`src/rtl/blackjack_pkg.sv`:
```
// Shared types and constants for the card dealer.
// Contents: deck/rank constants, card_t payload, dealer_state_t FSM encoding,
// and index_to_card() which maps a deck index to rank/suit.
// Optional feature macro: DEALER_FALLBACK_SCAN_EN (adds the SCAN state).
package blackjack_pkg;

  localparam int unsigned DEFAULT_DECK_SIZE = 52;
  localparam int unsigned RANKS_PER_SUIT    = 13;
  localparam int unsigned IDX_W             = 6;

  typedef struct packed {
    logic [3:0] rank;
    logic [1:0] suit;
  } card_t;

  typedef enum logic [2:0] {
    ST_IDLE    = 3'd0,
    ST_REQUEST = 3'd1,
    ST_CHECK   = 3'd2,
    ST_DELIVER = 3'd3
`ifdef DEALER_FALLBACK_SCAN_EN
    ,
    ST_SCAN    = 3'd4
`endif
  } dealer_state_t;

  // Index 0..12 is suit 0 ace..king, 13..25 suit 1, and so on.
  function automatic card_t index_to_card(input logic [IDX_W-1:0] index);
    card_t c;
    c.rank = 4'(index % IDX_W'(RANKS_PER_SUIT)) + 4'd1;
    c.suit = 2'(index / IDX_W'(RANKS_PER_SUIT));
    return c;
  endfunction

endpackage

```
`src/rtl/dealt_tracker.sv`:
```
// Bitmap of dealt cards plus the undealt-card counter.
// Ports: clk, reset_n (sync, active-low), clear (refill deck), mark/mark_index
// (record a dealt card), query_index -> query_dealt_c (combinational lookup,
// out-of-range indices read as dealt), cards_left, empty (registered).
module dealt_tracker
  import blackjack_pkg::*;
#(
  parameter int unsigned DECK_SIZE = DEFAULT_DECK_SIZE
) (
  input  logic             clk,
  input  logic             reset_n,
  input  logic             clear,
  input  logic             mark,
  input  logic [IDX_W-1:0] mark_index,
  input  logic [IDX_W-1:0] query_index,
  output logic             query_dealt_c,
  output logic [IDX_W-1:0] cards_left,
  output logic             empty
);

  logic [DECK_SIZE-1:0] bitmap;

  // Out-of-range indices are reported as dealt so they can never be accepted.
  always_comb begin
    query_dealt_c = 1'b1;
    if (query_index < IDX_W'(DECK_SIZE)) begin
      query_dealt_c = bitmap[query_index];
    end
  end

  // Bitmap and counter; clear beats mark. The FSM only marks undealt cards.
  always_ff @(posedge clk) begin
    if (!reset_n || clear) begin
      bitmap     <= '0;
      cards_left <= IDX_W'(DECK_SIZE);
      empty      <= 1'b0;
    end else if (mark) begin
      bitmap[mark_index] <= 1'b1;
      cards_left         <= cards_left - IDX_W'(1);
      empty              <= (cards_left == IDX_W'(1));
    end
  end

endmodule

```
`src/rtl/card_dealer.sv`:
```
// Random card dealer: draws indices from an external RNG, rejects out-of-range
// or already-dealt values, and delivers each card exactly once per shuffle.
// Ports: clk, reset_n (sync, active-low), deal_req, shuffle (pulses);
// rng_request -> rng_value (valid one cycle later); card_valid/card_rank/
// card_suit (registered, held between strobes); cards_left, deck_empty;
// deal_err (deal_req on an empty deck).
// Optional feature macro: DEALER_FALLBACK_SCAN_EN -- after MAX_TRIES
// consecutive rejections, linearly scan for an undealt card.
module card_dealer
  import blackjack_pkg::*;
#(
  parameter int unsigned DECK_SIZE = DEFAULT_DECK_SIZE,
  parameter int unsigned MAX_TRIES = 8
) (
  input  logic       clk,
  input  logic       reset_n,
  input  logic       deal_req,
  input  logic       shuffle,
  output logic       rng_request,
  input  logic [5:0] rng_value,
  output logic       card_valid,
  output logic [3:0] card_rank,
  output logic [1:0] card_suit,
  output logic [5:0] cards_left,
  output logic       deck_empty,
  output logic       deal_err
);

  dealer_state_t    state, state_d;
  logic [IDX_W-1:0] idx_q, idx_d;
  logic [IDX_W-1:0] query_index_c;
  logic             query_dealt_c;
  logic             mark_c;
  logic             card_valid_d, deal_err_d, rng_request_d;
  card_t            card_q;

`ifdef DEALER_FALLBACK_SCAN_EN
  localparam int unsigned TRY_W = $clog2(MAX_TRIES + 1);
  logic [TRY_W-1:0] retry_q, retry_d;
  logic [IDX_W-1:0] scan_q, scan_d;
`else
  // MAX_TRIES has no effect without the fallback scan.
  if (MAX_TRIES == 0) begin : g_no_retry_budget
  end
`endif

  dealt_tracker #(.DECK_SIZE(DECK_SIZE)) u_tracker (
    .clk          (clk),
    .reset_n      (reset_n),
    .clear        (shuffle),
    .mark         (mark_c),
    .mark_index   (idx_q),
    .query_index  (query_index_c),
    .query_dealt_c(query_dealt_c),
    .cards_left   (cards_left),
    .empty        (deck_empty)
  );

  // Next-state and next-output logic.
  always_comb begin
    state_d       = state;
    idx_d         = idx_q;
    card_valid_d  = 1'b0;
    deal_err_d    = 1'b0;
    mark_c        = 1'b0;
    query_index_c = rng_value;
`ifdef DEALER_FALLBACK_SCAN_EN
    retry_d       = retry_q;
    scan_d        = scan_q;
    if (state == ST_SCAN) query_index_c = scan_q;
`endif
    if (shuffle) begin
      // Shuffle aborts everything, including a coincident deal_req.
      state_d = ST_IDLE;
`ifdef DEALER_FALLBACK_SCAN_EN
      retry_d = '0;
`endif
    end else begin
      case (state)
        ST_IDLE: begin
          if (deal_req) begin
            if (deck_empty) begin
              deal_err_d = 1'b1;
            end else begin
              state_d = ST_REQUEST;
`ifdef DEALER_FALLBACK_SCAN_EN
              retry_d = '0;
`endif
            end
          end
        end
        ST_REQUEST: state_d = ST_CHECK;
        ST_CHECK: begin
          if (!query_dealt_c) begin
            idx_d   = rng_value;
            state_d = ST_DELIVER;
          end else begin
`ifdef DEALER_FALLBACK_SCAN_EN
            if (retry_q == TRY_W'(MAX_TRIES - 1)) begin
              scan_d  = IDX_W'(32'(rng_value) % DECK_SIZE);
              state_d = ST_SCAN;
            end else begin
              retry_d = retry_q + TRY_W'(1);
              state_d = ST_REQUEST;
            end
`else
            state_d = ST_REQUEST;
`endif
          end
        end
`ifdef DEALER_FALLBACK_SCAN_EN
        ST_SCAN: begin
          if (!query_dealt_c) begin
            idx_d   = scan_q;
            state_d = ST_DELIVER;
          end else if (scan_q == IDX_W'(DECK_SIZE - 1)) begin
            scan_d = '0;
          end else begin
            scan_d = scan_q + IDX_W'(1);
          end
        end
`endif
        ST_DELIVER: begin
          card_valid_d = 1'b1;
          mark_c       = 1'b1;
          state_d      = ST_IDLE;
        end
        default: state_d = ST_IDLE;
      endcase
    end
    // Registered request is high exactly while the FSM sits in REQUEST.
    rng_request_d = (state_d == ST_REQUEST);
  end

  // State and registered outputs.
  always_ff @(posedge clk) begin
    if (!reset_n) begin
      state       <= ST_IDLE;
      idx_q       <= '0;
      card_valid  <= 1'b0;
      deal_err    <= 1'b0;
      rng_request <= 1'b0;
      card_q      <= '0;
`ifdef DEALER_FALLBACK_SCAN_EN
      retry_q     <= '0;
      scan_q      <= '0;
`endif
    end else begin
      state       <= state_d;
      idx_q       <= idx_d;
      card_valid  <= card_valid_d;
      deal_err    <= deal_err_d;
      rng_request <= rng_request_d;
      if (card_valid_d) card_q <= index_to_card(idx_q);
`ifdef DEALER_FALLBACK_SCAN_EN
      retry_q     <= retry_d;
      scan_q      <= scan_d;
`endif
    end
  end

  assign card_rank = card_q.rank;
  assign card_suit = card_q.suit;

endmodule

```
`config.mk`:
```
export PLATFORM = sky130hd
export DESIGN_NAME = card_dealer
export DESIGN_NICKNAME = d
export VERILOG_FILES = /design/src/rtl/blackjack_pkg.sv /design/src/rtl/dealt_tracker.sv /design/src/rtl/card_dealer.sv
export SDC_FILE = /design/constraint.sdc
export NUM_CORES = 1
export LEC_CHECK = 0
export CAP_MARGIN = 5
export CELL_PAD_IN_SITES_DETAIL_PLACEMENT = 1
export CELL_PAD_IN_SITES_GLOBAL_PLACEMENT = 1
export CORE_MARGIN = 2
export CORE_UTILIZATION = 45
export DETAILED_ROUTE_END_ITERATION = 10
export GPL_TIMING_DRIVEN = 0
export PLACE_DENSITY_LB_ADDON = 0.3
export SLEW_MARGIN = 40
export SYNTH_ARGS = -nofsm -noshare
export SYNTH_HDL_FRONTEND = slang
export SYNTH_SLANG_ARGS = --single-unit
```
`constraint.sdc`:
```
create_clock -name clk -period 5.5 [get_ports clk]
set_clock_uncertainty 0.1 [all_clocks]
set_input_delay 0.55 -clock clk [delete_from_list [all_inputs] [get_ports clk]]
set_output_delay 0.55 -clock clk [all_outputs]
set_load 0.03 [all_outputs]
```
==> metrics <==
status completed; Layout Nets 464; 1st-iter DRT viols 189; Clock Power Share 0.429; Crit-path slowest cell dfxtp_1; YS warnings 0; number of synthesized register bits 77; All-Layer GR Usage 0.2455; Top Ports 26; Bufs on Longest Clock Path 2; Die Y 94.18 µm; fmax 212.3 MHz; Cell Int Power 0.7960 mW; cts-stage hold buffer count 0; Setup Fix Bufs, Post-CTS 0; antenna violations before repair 0; CP Capture Type register; Synth Instances 411; CTS clk-pin slew, worst paths 0.09 ns; Port Buffer Count 23; DRC errors left 0; post-layout minimum cycle time 4.711 ns; global route overflow 0; die width 94.18 µm; post-detail-place hpwl 7397 µm; mapped cell area 3660 µm²; power per cell area 246.1 nW/µm²; Max Cap Viol 0; EDFF count, synth 0; Net Sw Frac 0.2378; WHS 0.3689 ns; DR vias 3193; layout cell share with drive strength beyond 1 0.1089; largest net degree at the start of global routing 15; number of nets with antenna violations after routing 0; share of total power in combinational logic 0.036; Net Switching 0.2484 mW; n_diodes 0; 1st-pass router iterations 5; Top delay family on crit path compound AO/OA/AOI/OAI gates; Primary FF master, synth dfxtp_1; Seq/Total Area, Yosys 0.4212; CP Class register to register; clk_lat worst skew 0.36 ns; Root Buffer Master clkbuf_8; HP Class register to register; Initial Util 0.4688; DP Cell Count 536; post-synthesis cell type count 54; DIE AREA 8870 µm²; crit start category register; Seq pwr share 0.535; worst-path cell chain inv_1 > ha_1 > or3b_4 > a211oi_1 > a31oi_1 > ha_1 > a221oi_4 > nor2_1 > xnor2_1 > ha_1 > nor2b_1 > o32a_4 > xnor2_1 > ha_1 > xnor2_1 > xnor2_1 > o21ai_1; TritonCTS Buffers 9; RePlAce Congestion 0.8532; Worst Tran Pin Value 0.7717 ns; Syn Area/Cell 8.905 µm²; Slew headroom 0.4816; Final Hold Fails 0; Routed WL 10280 µm; slowest stage delay, CP 0.41 ns; crit path max fanout 7; Worst VDD drop 0.1560 mV; first-pass GRT wire length 16660 µm; Core Rows 32; fin cells 552; number of global-route vias before repair 3287; area grow syn2layout 15.93%; Syn Nets 430; Worst EP arrival 4.88 ns; RSZ-0062 raised after global routing no; asr flop ratio synth 0; total power 1.044 mW; Resized cells post-CTS 0; core area 7807 µm²; Tcrit/Tclk final 0.8565; drt wl/cell 18.63 µm; # H-tree levels 3; Buf/Inv on CP 1; Critical Path RT 5.67 ns; CTS tree done; final setup violating endpoints 0; Final Max Tran Viols 0; Num Clock Sinks 77; Setup Total Neg Slack 0 ns; LEAKAGE 1.444 nW; Vias/cell 5.784
==> path summary, 6_finish.rpt <==
kind | start | end | slack (ns) | cells after the start
hold reg to reg | u_tracker.bitmap[34] | u_tracker.bitmap[34] | 0.37 | 2
hold / removal | u_tracker.bitmap[34] | u_tracker.bitmap[34] | 0.37 | 2
setup / recovery | idx_q[3] | card_rank[2] | 0.79 | 17
setup reg to reg | idx_q[3] | card_rank[2] | 0.79 | 17
==> power by group through the flow <==
stage                     Clock [mW]  Sequential [mW]  Combinational (mW)
after global placement             0            0.572              0.0369
final                          0.448            0.559              0.0376
after detailed placement           0            0.572              0.0373
after global routing           0.483            0.559              0.0412
after floorplan                    0            0.572              0.0210
after CTS                      0.457            0.559              0.0378
==> per-stage QoR <==
stage | util | setup WS, ns | area (µm²)
global placement | 0.5146 | 0.9989 | 4018
finish | 0.5434 | 0.7890 | 4243
CTS | 0.5421 | 0.8844 | 4233
global route | 0.5434 | 0.4816 | 4243
detailed placement | 0.5159 | 0.8840 | 4028
floorplan | - | 1.457 | 3660
==> sequential cells by signal, indices dropped and copies added, names as in the netlist <==
name,cells
state,3
card_valid,1
deal_err,1
u_tracker.cards_left,6
u_tracker.bitmap,52
card_suit,2
u_tracker.empty,1
rng_request,1
idx_q,6
card_rank,4
==> synthesized netlist by cell type (all sizes together) (2+ instances only) <==
master,n,area share
nand3b,5,0.010
a21oi,60,0.082
nor2,73,0.075
a21o,2,0.0041
and3,4,0.0068
o21ai,15,0.021
nand2,25,0.026
buf,5,0.0079
or2,2,0.0034
mux4,15,0.092
ha,9,0.031
nor3,13,0.018
xnor2,10,0.024
o211a,3,0.0082
nor4,4,0.0068
nor3b,2,0.0041
nand3,10,0.014
inv,10,0.010
clkbuf,20,0.021
a21boi,3,0.0072
and2,4,0.0068
mux2i,7,0.019
nor2b,2,0.0034
dfxtp,77,0.42
or3b,2,0.0055
a211oi,2,0.0041
nand2b,4,0.0068
o211ai,3,0.0075
or3,3,0.0065
==> tightest hold or removal path, delay by kind of cell, from the launching register on <==
kind            cells  cell delay, ns
flops               1            0.33
simple gates        1            0.07
compound gates      1            0.04
==> cell families after synthesis <==
kind of cell,Yosys count,share of synthesized area
simple gates,154,0.1945
other cells,1,0.001025
xor+xnor,11,0.02632
buf+inv,35,0.03863
fa+ha+maj,9,0.03077
mux,23,0.1145
compound gates,101,0.1730
flops,77,0.4212
==> cells in the final DEF (no fill, tap or decap), types with 5 or more instances in the layout <==
cell type        instances
a21oi_1                 60
clkbuf_1                20
clkbuf_8                10
clkdlybuf4s50_1         23
dfxtp_1                 77
ha_1                     9
inv_1                   10
mux2i_1                  7
mux4_2                  15
nand2_1                 25
nand3_1                 10
nand3b_1                 5
nor2_1                  73
nor3_1                   9
o21ai_0                 13
xnor2_1                 10
==> area by class of cell <==
type	instances	area [µm²]
flip-flops and latches	77	1541
fillers	940	3565
clock inverters	6	67.56
plain buffers	25	103.9
repair buffers	23	230.2
multi-input cells	299	1997
inverters	10	37.54
clock buffers	10	137.6
well taps	102	127.6
==> routing by layer <==
layer / vias to the layer above / GRT usage / wire length, µm
met4: 0 / 0.1099 / 251
li1: 1523 / - / -
met1: 1574 / 0.3118 / 4618
met3: 24 / 0.03692 / 311
met2: 72 / 0.4119 / 5102
met5: - / 0 / 0
(Power assumes the default switching activity.)
